**src/rtl/rgb_led_pkg.sv**
```systemverilog
// Shared types and default parameters for the RGB LED PWM stage and its
// colour producers.
package rgb_led_pkg;

   localparam int unsigned RGB_WIDTH    = 8;
   localparam int unsigned RGB_PRESCALE = 46;

   typedef logic [RGB_WIDTH-1:0] colour_t;

   typedef struct packed {
      colour_t r;
      colour_t g;
      colour_t b;
   } rgb_t;

endpackage

```
**src/rtl/rgb_led_pwm_channel.sv**
```systemverilog
// One PWM colour channel: active intensity register loaded on commit and a
// registered active-low compare output.
module rgb_led_pwm_channel
   import rgb_led_pkg::*;
#(
   parameter int unsigned WIDTH = RGB_WIDTH
) (
   input  logic             clk,
   input  logic             rst_n,
   input  logic [WIDTH-1:0] i_pwm_cnt,
   input  logic [WIDTH-1:0] i_shadow,
   input  logic             i_commit,
   output logic             o_led_n
);

   logic [WIDTH-1:0] r_active;
   logic             r_led_n;
   logic             w_on;

   assign w_on    = (i_pwm_cnt < r_active);
   assign o_led_n = r_led_n;

   always_ff @(posedge clk or negedge rst_n) begin
      if (!rst_n) begin
         r_active <= '0;
      end else if (i_commit) begin
         r_active <= i_shadow;
      end
   end

   // Full-scale active still leaves the final tick of each period dark.
   always_ff @(posedge clk or negedge rst_n) begin
      if (!rst_n) begin
         r_led_n <= 1'b1;
      end else begin
         r_led_n <= ~w_on;
      end
   end

endmodule

```
**src/rtl/rgb_led_pwm.sv**
```systemverilog
// RGB LED PWM stage: accepts colours over valid/ready and applies them only
// at PWM period boundaries, driving active-low LED pins.
module rgb_led_pwm
   import rgb_led_pkg::*;
#(
   parameter int unsigned WIDTH    = RGB_WIDTH,
   parameter int unsigned PRESCALE = RGB_PRESCALE
) (
   input  logic             clk,
   input  logic             rst_n,
   input  logic             in_valid,
   output logic             in_ready,
   input  logic [WIDTH-1:0] in_r,
   input  logic [WIDTH-1:0] in_g,
   input  logic [WIDTH-1:0] in_b,
   output logic             period_tick,
   output logic             led_r,
   output logic             led_g,
   output logic             led_b
);

   localparam int unsigned PS_W = (PRESCALE > 0) ? $clog2(PRESCALE + 1) : 1;

   typedef struct packed {
      logic [WIDTH-1:0] r;
      logic [WIDTH-1:0] g;
      logic [WIDTH-1:0] b;
   } pix_t;

   logic [PS_W-1:0]  r_prescale;
   logic [WIDTH-1:0] r_pwm_cnt;
   logic             r_period_tick;
   logic             r_pending;
   pix_t             r_shadow;

   logic             w_tick;
   logic             w_period_end;
   logic             w_xfer;
   logic             w_commit;

   assign w_tick       = (r_prescale == PS_W'(PRESCALE));
   assign w_period_end = w_tick && (r_pwm_cnt == {WIDTH{1'b1}});
   assign w_xfer       = in_valid && !r_pending;
   // Pending is sampled before this cycle's transfer, so a same-cycle
   // transfer waits a full period for its commit.
   assign w_commit     = w_period_end && r_pending;

   assign in_ready    = ~r_pending;
   assign period_tick = r_period_tick;

   always_ff @(posedge clk or negedge rst_n) begin
      if (!rst_n) begin
         r_prescale <= '0;
      end else if (w_tick) begin
         r_prescale <= '0;
      end else begin
         r_prescale <= r_prescale + PS_W'(1);
      end
   end

   always_ff @(posedge clk or negedge rst_n) begin
      if (!rst_n) begin
         r_pwm_cnt     <= '0;
         r_period_tick <= 1'b0;
      end else begin
         r_period_tick <= w_period_end;
         if (w_tick) begin
            r_pwm_cnt <= r_pwm_cnt + WIDTH'(1);
         end
      end
   end

   always_ff @(posedge clk or negedge rst_n) begin
      if (!rst_n) begin
         r_pending <= 1'b0;
         r_shadow  <= '0;
      end else if (w_xfer) begin
         r_pending <= 1'b1;
         r_shadow  <= '{r: in_r, g: in_g, b: in_b};
      end else if (w_commit) begin
         r_pending <= 1'b0;
      end
   end

   rgb_led_pwm_channel #(.WIDTH(WIDTH)) u_chan_r (
      .clk       (clk),
      .rst_n     (rst_n),
      .i_pwm_cnt (r_pwm_cnt),
      .i_shadow  (r_shadow.r),
      .i_commit  (w_commit),
      .o_led_n   (led_r)
   );

   rgb_led_pwm_channel #(.WIDTH(WIDTH)) u_chan_g (
      .clk       (clk),
      .rst_n     (rst_n),
      .i_pwm_cnt (r_pwm_cnt),
      .i_shadow  (r_shadow.g),
      .i_commit  (w_commit),
      .o_led_n   (led_g)
   );

   rgb_led_pwm_channel #(.WIDTH(WIDTH)) u_chan_b (
      .clk       (clk),
      .rst_n     (rst_n),
      .i_pwm_cnt (r_pwm_cnt),
      .i_shadow  (r_shadow.b),
      .i_commit  (w_commit),
      .o_led_n   (led_b)
   );

endmodule
```
**config.mk**
```make
export PLATFORM = sky130hd
export DESIGN_NAME = rgb_led_pwm
export DESIGN_NICKNAME = d
export VERILOG_FILES = /design/src/rtl/rgb_led_pkg.sv /design/src/rtl/rgb_led_pwm_channel.sv /design/src/rtl/rgb_led_pwm.sv
export SDC_FILE = /design/constraint.sdc
export NUM_CORES = 1
export LEC_CHECK = 0
export ABC_AREA = 1
export CORE_ASPECT_RATIO = 1.1
export CORE_MARGIN = 5
export CORE_UTILIZATION = 57
export DETAILED_ROUTE_END_ITERATION = 16
export PLACE_DENSITY = 0.88
export SLEW_MARGIN = 15
export SYNTH_ARGS = -nofsm -noshare
export SYNTH_HDL_FRONTEND = slang
export SYNTH_HIERARCHICAL = 1
export SYNTH_SLANG_ARGS = --single-unit
```
**constraint.sdc**
```tcl
create_clock -name clk -period 3.1 [get_ports clk]
set_input_delay 0.31 -clock clk [delete_from_list [all_inputs] [get_ports clk]]
set_output_delay 0.31 -clock clk [all_outputs]
set_load 0.02 [all_outputs]
```
==> results of run 1 <==
[critical path, delay by kind of cell, from the launching register on]
kind	cells	cell delay, ps
adders and majority gates	1	180
buffers and inverters	3	520
muxes	1	350
DFF	1	410
and+or+nand+nor	4	620
[per-layer routing]
layer  part of all wire  global-route usage  wire (um)  vias to the layer above
li1                   -                   -          -                     1105
met1               0.40              0.2320       2633                     1134
met2               0.53              0.3550       3512                       66
met3              0.045             0.05242        297                       14
met4              0.022             0.08912        147                        0
met5                  0                   0          0                        -
[sequential cells by signal, summed over array words and instances (netlist names)]
name               flops
period_tick            1
r_pending              1
u_chan_r/r_active      8
r_prescale             6
r_shadow              24
u_chan_r/o_led_n       1
r_pwm_cnt              8
u_chan_g/r_active      8
u_chan_g/o_led_n       1
u_chan_b/r_active      8
u_chan_b/o_led_n       1
[power groups by stage]
stage | registers, mW | logic (mW) | clock network, mW
after CTS | 0.874 | 0.0528 | 0.743
after floorplan | 0.891 | 0.000685 | 0
after global routing | 0.873 | 0.0573 | 0.783
after global placement | 0.891 | 0.0508 | 0
after detailed placement | 0.891 | 0.0523 | 0
final | 0.874 | 0.0514 | 0.734
[final timing paths]
kind / slack, ps / cells after the start / start / to
worst max-delay path: 900 / 9 / r_prescale[0] / u_chan_r/r_active[0]
worst min-delay path: -40 / 1 / rst_n / r_shadow[1]
worst max register to register: 900 / 9 / r_prescale[0] / u_chan_r/r_active[0]
worst min register to register: 490 / 1 / r_prescale[2] / r_prescale[2]
max in group asynchronous: 2530 / 2 / rst_n / u_chan_r/r_active[1]
min in group clk: 490 / 1 / r_prescale[2] / r_prescale[2]
[area by class of cell]
class / count / area, um2
Tap cell: 77 / 96.34
Fill cell: 429 / 1793
Timing Repair Buffer: 36 / 357.8
Clock inverter: 6 / 65.06
Inverter: 41 / 153.9
Multi-Input combinational cell: 204 / 1376
Clock buffer: 10 / 137.6
Sequential cell: 67 / 1680
[through the flow]
stage	setup WS [ps]	total power [mW]
after floorplan	591.6	0.8915
after global placement	1052	0.9413
after detailed placement	945.0	0.9428
after CTS	912.5	1.670
after global routing	735.9	1.714
final	895.5	1.659
[layout by cell type (no fill, tap or decap), types with 10 or more instances in the layout]
cell             count
clkdlybuf4s50_1     30
mux2_4              19
nor2_1              15
inv_1               39
nand2_1             78
o21ai_0             27
dfrtp_1             64
ha_1                24
clkbuf_8            10
a21oi_1             14
[cell families (layout without fill, tap and decap cells)]
logic type,count (synthesis),after routing,synth area share
AO/OA/AOI/OAI,44,44,0.06957
multiplexers,27,27,0.1147
XOR/XNOR,2,2,0.007647
flip-flops,67,67,0.5134
buffers and inverters,47,93,0.06766
AND/OR/NAND/NOR,107,107,0.1353
adder cells (fa/ha/maj),24,24,0.09174
==> summary.txt, run 1 <==
Outcome
  • Status: finished with violations
  • Failing checks: hold timing

STA
  • Final Max Tran Viols: 0
  • Setup TNS: 0 ps
  • RSZ-0062 raised after global routing: no
  • Finish-stage setup viols: 0
  • Worst Skew: 20.52 ps
  • Worst slew pin tran: 586.7 ps
  • Final min period: 2204 ps
  • Slew headroom: 0.6089
  • Final hold violations: 43
  • Peak Freq: 453.6 MHz
  • Fin crit share: 0.7111
  • Worst Hold Slack: -38.36 ps

Drt
  • DRC viols: 0
  • Antenna-violating nets left: 0
  • Wire per inst: 14.94 um
  • DR vias/cell: 5.259
  • Detailed-route via count: 2319
  • Pre-antenna DRT Iters: 4
  • Drt total wl: 6590 um
  • DR iter-0 viols: 159

Global route
  • Number of global-route vias before repair: 2433
  • GRT Util Overall: 0.2028
  • First-pass GRT wire length: 11070 um
  • Largest net degree at the start of global routing: 49
  • Grt ovf: 0
  • Antenna violations before repair: 0

Power and ir drop
  • Psw: 0.3622 mW
  • Worst VDD drop: 0.2890 mV
  • Leak Pwr: 1.915 nW
  • Sw Share: 0.2183
  • Comb power frac: 0.031
  • Clock power frac: 0.442
  • Reg power frac: 0.527
  • P_int: 1.297 mW
  • PD cells: 429.0 nW/um2

Finish
  • Area grow syn2layout: 18.16%
  • Nets@finish: 410
  • Layout cell share with drive strength beyond 1: 0.1676
  • Non-Filler Instances: 441
  • Post-route cell area: 3867 um2
  • Final Core Density: 0.6832
  • N_diodes: 0

Synth
  • FFs w/ async S/R, synth: 1.000
  • Syn_area_per_cell: 10.29 um2
  • Post-synthesis cell count: 318
  • EDFF count, synth: 0
  • Syn Nets: 369
  • Synth area leader: dfrtp_1
  • Cell variety after synth: 22
  • Seq cells post-synth: 67
  • Synth cell count leaders: 78 x nand2_1, 64 x dfrtp_1, 39 x inv_1
  • Synth top area cells: dfrtp_1 49%, ha_1 9.2%, nand2_1 8.9%, mux2_4 8.7%, inv_1 4.5%
  • Post-Syn Area: 3273 um2
  • Share of the synthesized area in the top cell type: 0.4893
  • Top-count cell post-synth: nand2_1
  • Seq/Total Area, Yosys: 0.5134
  • Main synth FF type: dfrtp_1
  • YS warnings: 6

Placement
  • Placed cells: 425
  • Port Buffers: 31
  • Gp weighted congestion: 0.8869
  • DP HPWL: 4343 um
  • Area after DPL: 3662 um2

Setup path
  • Setup Crit Path Kind: register to register
  • Critical path capture point type: register
  • Worst path cell trace: inv_1 > ha_1 > nand3_1 > nor2_2 > buf_4 > nand2_1 > nor3_2 > buf_4 > mux2_2
  • Critical path's largest stage delay: 410 ps
  • CP startpoint kind: register
  • Critical path data required time: 3320 ps
  • Critical Path Slowest Stage Cell: dfrtp_1
  • Most used cell, CP: buf_4
  • Worst Path Max Fanout: 15
  • Crit path DAT: 2430 ps

Floorplan
  • Die Y: 89.48 um
  • Initial Util: 0.5782
  • Die area: 7359 um2
  • Area of the core: 5660 um2
  • Chip width: 82.25 um
  • Io pins: 32
  • Site Rows: 29

Clock network
  • Clock tree from TritonCTS: yes
  • Total CTS buffers: 9
  • Post-CTS Setup Bufs: 0
  • Clock slew at reported path FFs: 90 ps
  • H-Tree Depth: 3
  • # clock sinks: 67
  • CTS Root Cell: clkbuf_8
  • Resized cells post-CTS: 0
  • Post-CTS Hold Buffers: 0
  • Clock buffer depth: 2
  • Clock Latency Late Sink: 350 ps

Job
  • Max Cap Viol: 0

Min path
  • HP Class: input port to asynchronous set/reset pin
Note: power is estimated with default switching activity, not from simulation.
==> run 2, diff against run 1 <==
--- a/config.mk
+++ b/config.mk
@@ -8,9 +8,9 @@
 export ABC_AREA = 1
 export CORE_ASPECT_RATIO = 1.1
 export CORE_MARGIN = 5
-export CORE_UTILIZATION = 57
+export CORE_UTILIZATION = 51
 export DETAILED_ROUTE_END_ITERATION = 16
-export PLACE_DENSITY = 0.88
+export PLACE_DENSITY = 0.83
 export SLEW_MARGIN = 15
 export SYNTH_ARGS = -nofsm -noshare
 export SYNTH_HDL_FRONTEND = slang
==> constraint.sdc (replaced) <==
create_clock -name clk -period 1.95 [get_ports clk]
set_input_delay 0.195 -clock clk [delete_from_list [all_inputs] [get_ports clk]]
set_output_delay 0.195 -clock clk [all_outputs]
set_load 0.02 [all_outputs]
==> run 2 against run 1 <==
Compared with the run above: the run now ends clean; total power grew 57%; flip-flop and latch count is the same; global-route usage shrank 4.0 points; core utilization shrank 4.1 points; critical path depth shrank 2; routed wire length shrank 9.0%; count of clock-buffer cells in the layout grew 3; worst hold slack gained 430 ps; via count shrank 3.9%; register-to-register slack lost 810 ps; setup slack lost 810 ps; final area grew 2.8%.
==> summary.txt, run 2 (synthesis results as in run 1) <==
Global route
  • GRT Util Overall: 0.1626 (was 0.2028)
  • First-pass GRT wire length: 10380 um (was 11070 um)
  • Grt ovf: 0 (unchanged)
  • Number of global-route vias before repair: 2315 (was 2433)
  • Largest net degree at the start of global routing: 68 (was 49)
  • Antenna violations before repair: 0 (unchanged)

Floorplan
  • Area of the core: 6193 um2 (was 5660 um2)
  • Site Rows: 30 (was 29)
  • Io pins: 32 (unchanged)
  • Chip width: 86.39 um (was 82.25 um)
  • Die Y: 94.02 um (was 89.48 um)
  • Initial Util: 0.5285 (was 0.5782)
  • Die area: 8122 um2 (was 7359 um2)

Setup path
  • CP startpoint kind: register (unchanged)
  • Worst Path Max Fanout: 13 (was 15)
  • Setup Crit Path Kind: register to register (unchanged)
  • Crit path DAT: 2080 ps (was 2430 ps)
  • Critical Path Slowest Stage Cell: dfrtp_1 (unchanged)
  • Critical path data required time: 2170 ps (was 3320 ps)
  • Critical path capture point type: register (unchanged)
  • Worst path cell trace: ha_1 > nand2_1 > nor3_2 > nand2_2 > nor3_4 > buf_12 > mux2_2 (was inv_1 > ha_1 > nand3_1 > nor2_2 > buf_4 > nand2_1 > nor3_2 > buf_4 > mux2_2)
  • Critical path's largest stage delay: 350 ps (was 410 ps)

STA
  • Setup TNS: 0 ps (unchanged)
  • Finish-stage setup viols: 0 (unchanged)
  • Worst Skew: 7.335 ps (was 20.52 ps)
  • Final Max Tran Viols: 0 (unchanged)
  • Fin crit share: 0.9558 (was 0.7111)
  • Final min period: 1864 ps (was 2204 ps)
  • Worst slew pin tran: 438.3 ps (was 586.7 ps)
  • Slew headroom: 0.7078 (was 0.6089)
  • Final hold violations: 0 (was 43)
  • Peak Freq: 536.6 MHz (was 453.6 MHz)

Job
  • Max Cap Viol: 0 (unchanged)

Clock network
  • Clock slew at reported path FFs: 70 ps (was 90 ps)
  • Clock buffer depth: 2 (unchanged)
  • # clock sinks: 67 (unchanged)
  • H-Tree Depth: 3 (unchanged)
  • Clock tree from TritonCTS: yes (unchanged)
  • Total CTS buffers: 9 (unchanged)
  • CTS Root Cell: clkbuf_8 (unchanged)
  • Clock Latency Late Sink: 330 ps (was 350 ps)

Placement
  • DP HPWL: 4067 um (was 4343 um)
  • Port Buffers: 31 (unchanged)
  • Gp weighted congestion: 0.7934 (was 0.8869)

Finish
  • Most frequent cells in the layout: 77 x nand2_1, 64 x dfrtp_1, 39 x inv_1 (was 78 x nand2_1, 64 x dfrtp_1, 39 x inv_1)
  • Fillers: 468 (was 429)
  • N_diodes: 0 (unchanged)
  • Layout cell share with drive strength beyond 1: 0.1823 (was 0.1676)
  • Commonest non-fill, non-tap cell in the layout: nand2_1 (unchanged)
  • Largest Register: r_shadow (unchanged)
  • Area grow syn2layout: 21.48% (was 18.16%)
  • Nets@finish: 420 (was 410)
  • Number of flip-flops in the largest register: 24 (unchanged)
  • Final Core Density: 0.6420 (was 0.6832)

Outcome
  • Status: finished, final reports clean (was finished with violations)

Min path
  • HP Class: input port to asynchronous set/reset pin (unchanged)

Drt
  • DR vias/cell: 4.921 (was 5.259)
  • DR iter-0 viols: 175 (was 159)
  • DRC viols: 0 (unchanged)
  • Detailed-route via count: 2229 (was 2319)
  • Pre-antenna DRT Iters: 4 (unchanged)
  • Antenna-violating nets left: 0 (unchanged)
  • Wire per inst: 13.24 um (was 14.94 um)
  • Drt total wl: 5997 um (was 6590 um)

Power and ir drop
  • Leak Pwr: 1.978 nW (was 1.915 nW)
  • Worst VDD drop: 0.4800 mV (was 0.2890 mV)
  • PD cells: 654.3 nW/um2 (was 429.0 nW/um2)
## run 2: changes by cell type in the layout (fill, tap and decap cells not counted), sizes merged
cell,before,now
dlygate4sd3,0,1
clkinv,4,1
buf,6,14
clkinvlp,1,0
clkbuf,10,14
## run 2: final cells by class
cell class / count / area, um2 / area share
Timing Repair Buffer: 46 / 462.9 / 0.1164
Clock buffer: 13 / 158.9 / 0.03996
Tap cell: 80 / 100.1 / 0.02517
Clock inverter: 2 / 35.03 / 0.008811
Sequential cell: 67 / 1680 / 0.4226
Inverter: 41 / 153.9 / 0.03870
Multi-Input combinational cell: 204 / 1385 / 0.3483
## run 2: worst paths after layout
kind | start | endpoint | slack (ps) | cells past startpoint
worst max-delay path | r_pwm_cnt[0] | u_chan_b/r_active[0] | 90 | 7
worst min-delay path | rst_n | r_shadow[3] | 400 | 3
worst max register to register | r_pwm_cnt[0] | u_chan_b/r_active[0] | 90 | 7
worst min register to register | r_shadow[12] | u_chan_g/r_active[4] | 480 | 2
max in group asynchronous | rst_n | u_chan_g/o_led_n | 1220 | 3
min in group clk | in_b[0] | r_shadow[0] | 470 | 2
## run 2: what timing repair did
action                                  4_1_cts  5_1_grt
hold buffers                                  1        0
endpoints found under the hold margin        64        0
resized for setup                             0        1
endpoints found under the setup margin        0        7
buffers inserted                              0        3
## run 2: where the power goes
group / total, mW / internal [mW] / leakage [nW] / switching (mW)
clock: 1.13 / 0.653 / 0.0995 / 0.475
combinational: 0.0837 / 0.0504 / 0.968 / 0.0333
sequential: 1.39 / 1.39 / 0.911 / 0
## run 2: worst max-delay path: cells and delay by family, from the launching register on
family	cells	cell delay, ps
muxes	1	340
buffers and inverters	1	170
and+or+nand+nor	4	700
DFF	1	350
adders and majority gates	1	200
## run 2: layer usage
metal	wire, um	GRT usage	vias up
met5	0	0	-
met4	72	0.06104	0
met3	243	0.03684	9
met2	2978	0.2704	45
met1	2702	0.2058	1051
li1	-	-	1124
## run 2: through the flow
stage / worst slack, ps / instances / cell area, um2 / power (mW) / hold WS (ps)
floorplan: 31.01 / 318 / 3284 / 1.417 / -100.6
CTS: 98.03 / 449 / 3926 / 2.629 / 410.0
global placement: 196.2 / 433 / 3722 / 1.498 / 231.7
finish: 86.28 / 453 / 3976 / 2.602 / 396.6
global route: -12.15 / 453 / 3976 / 2.700 / 446.1
detailed placement: 118.8 / 433 / 3722 / 1.500 / 240.1
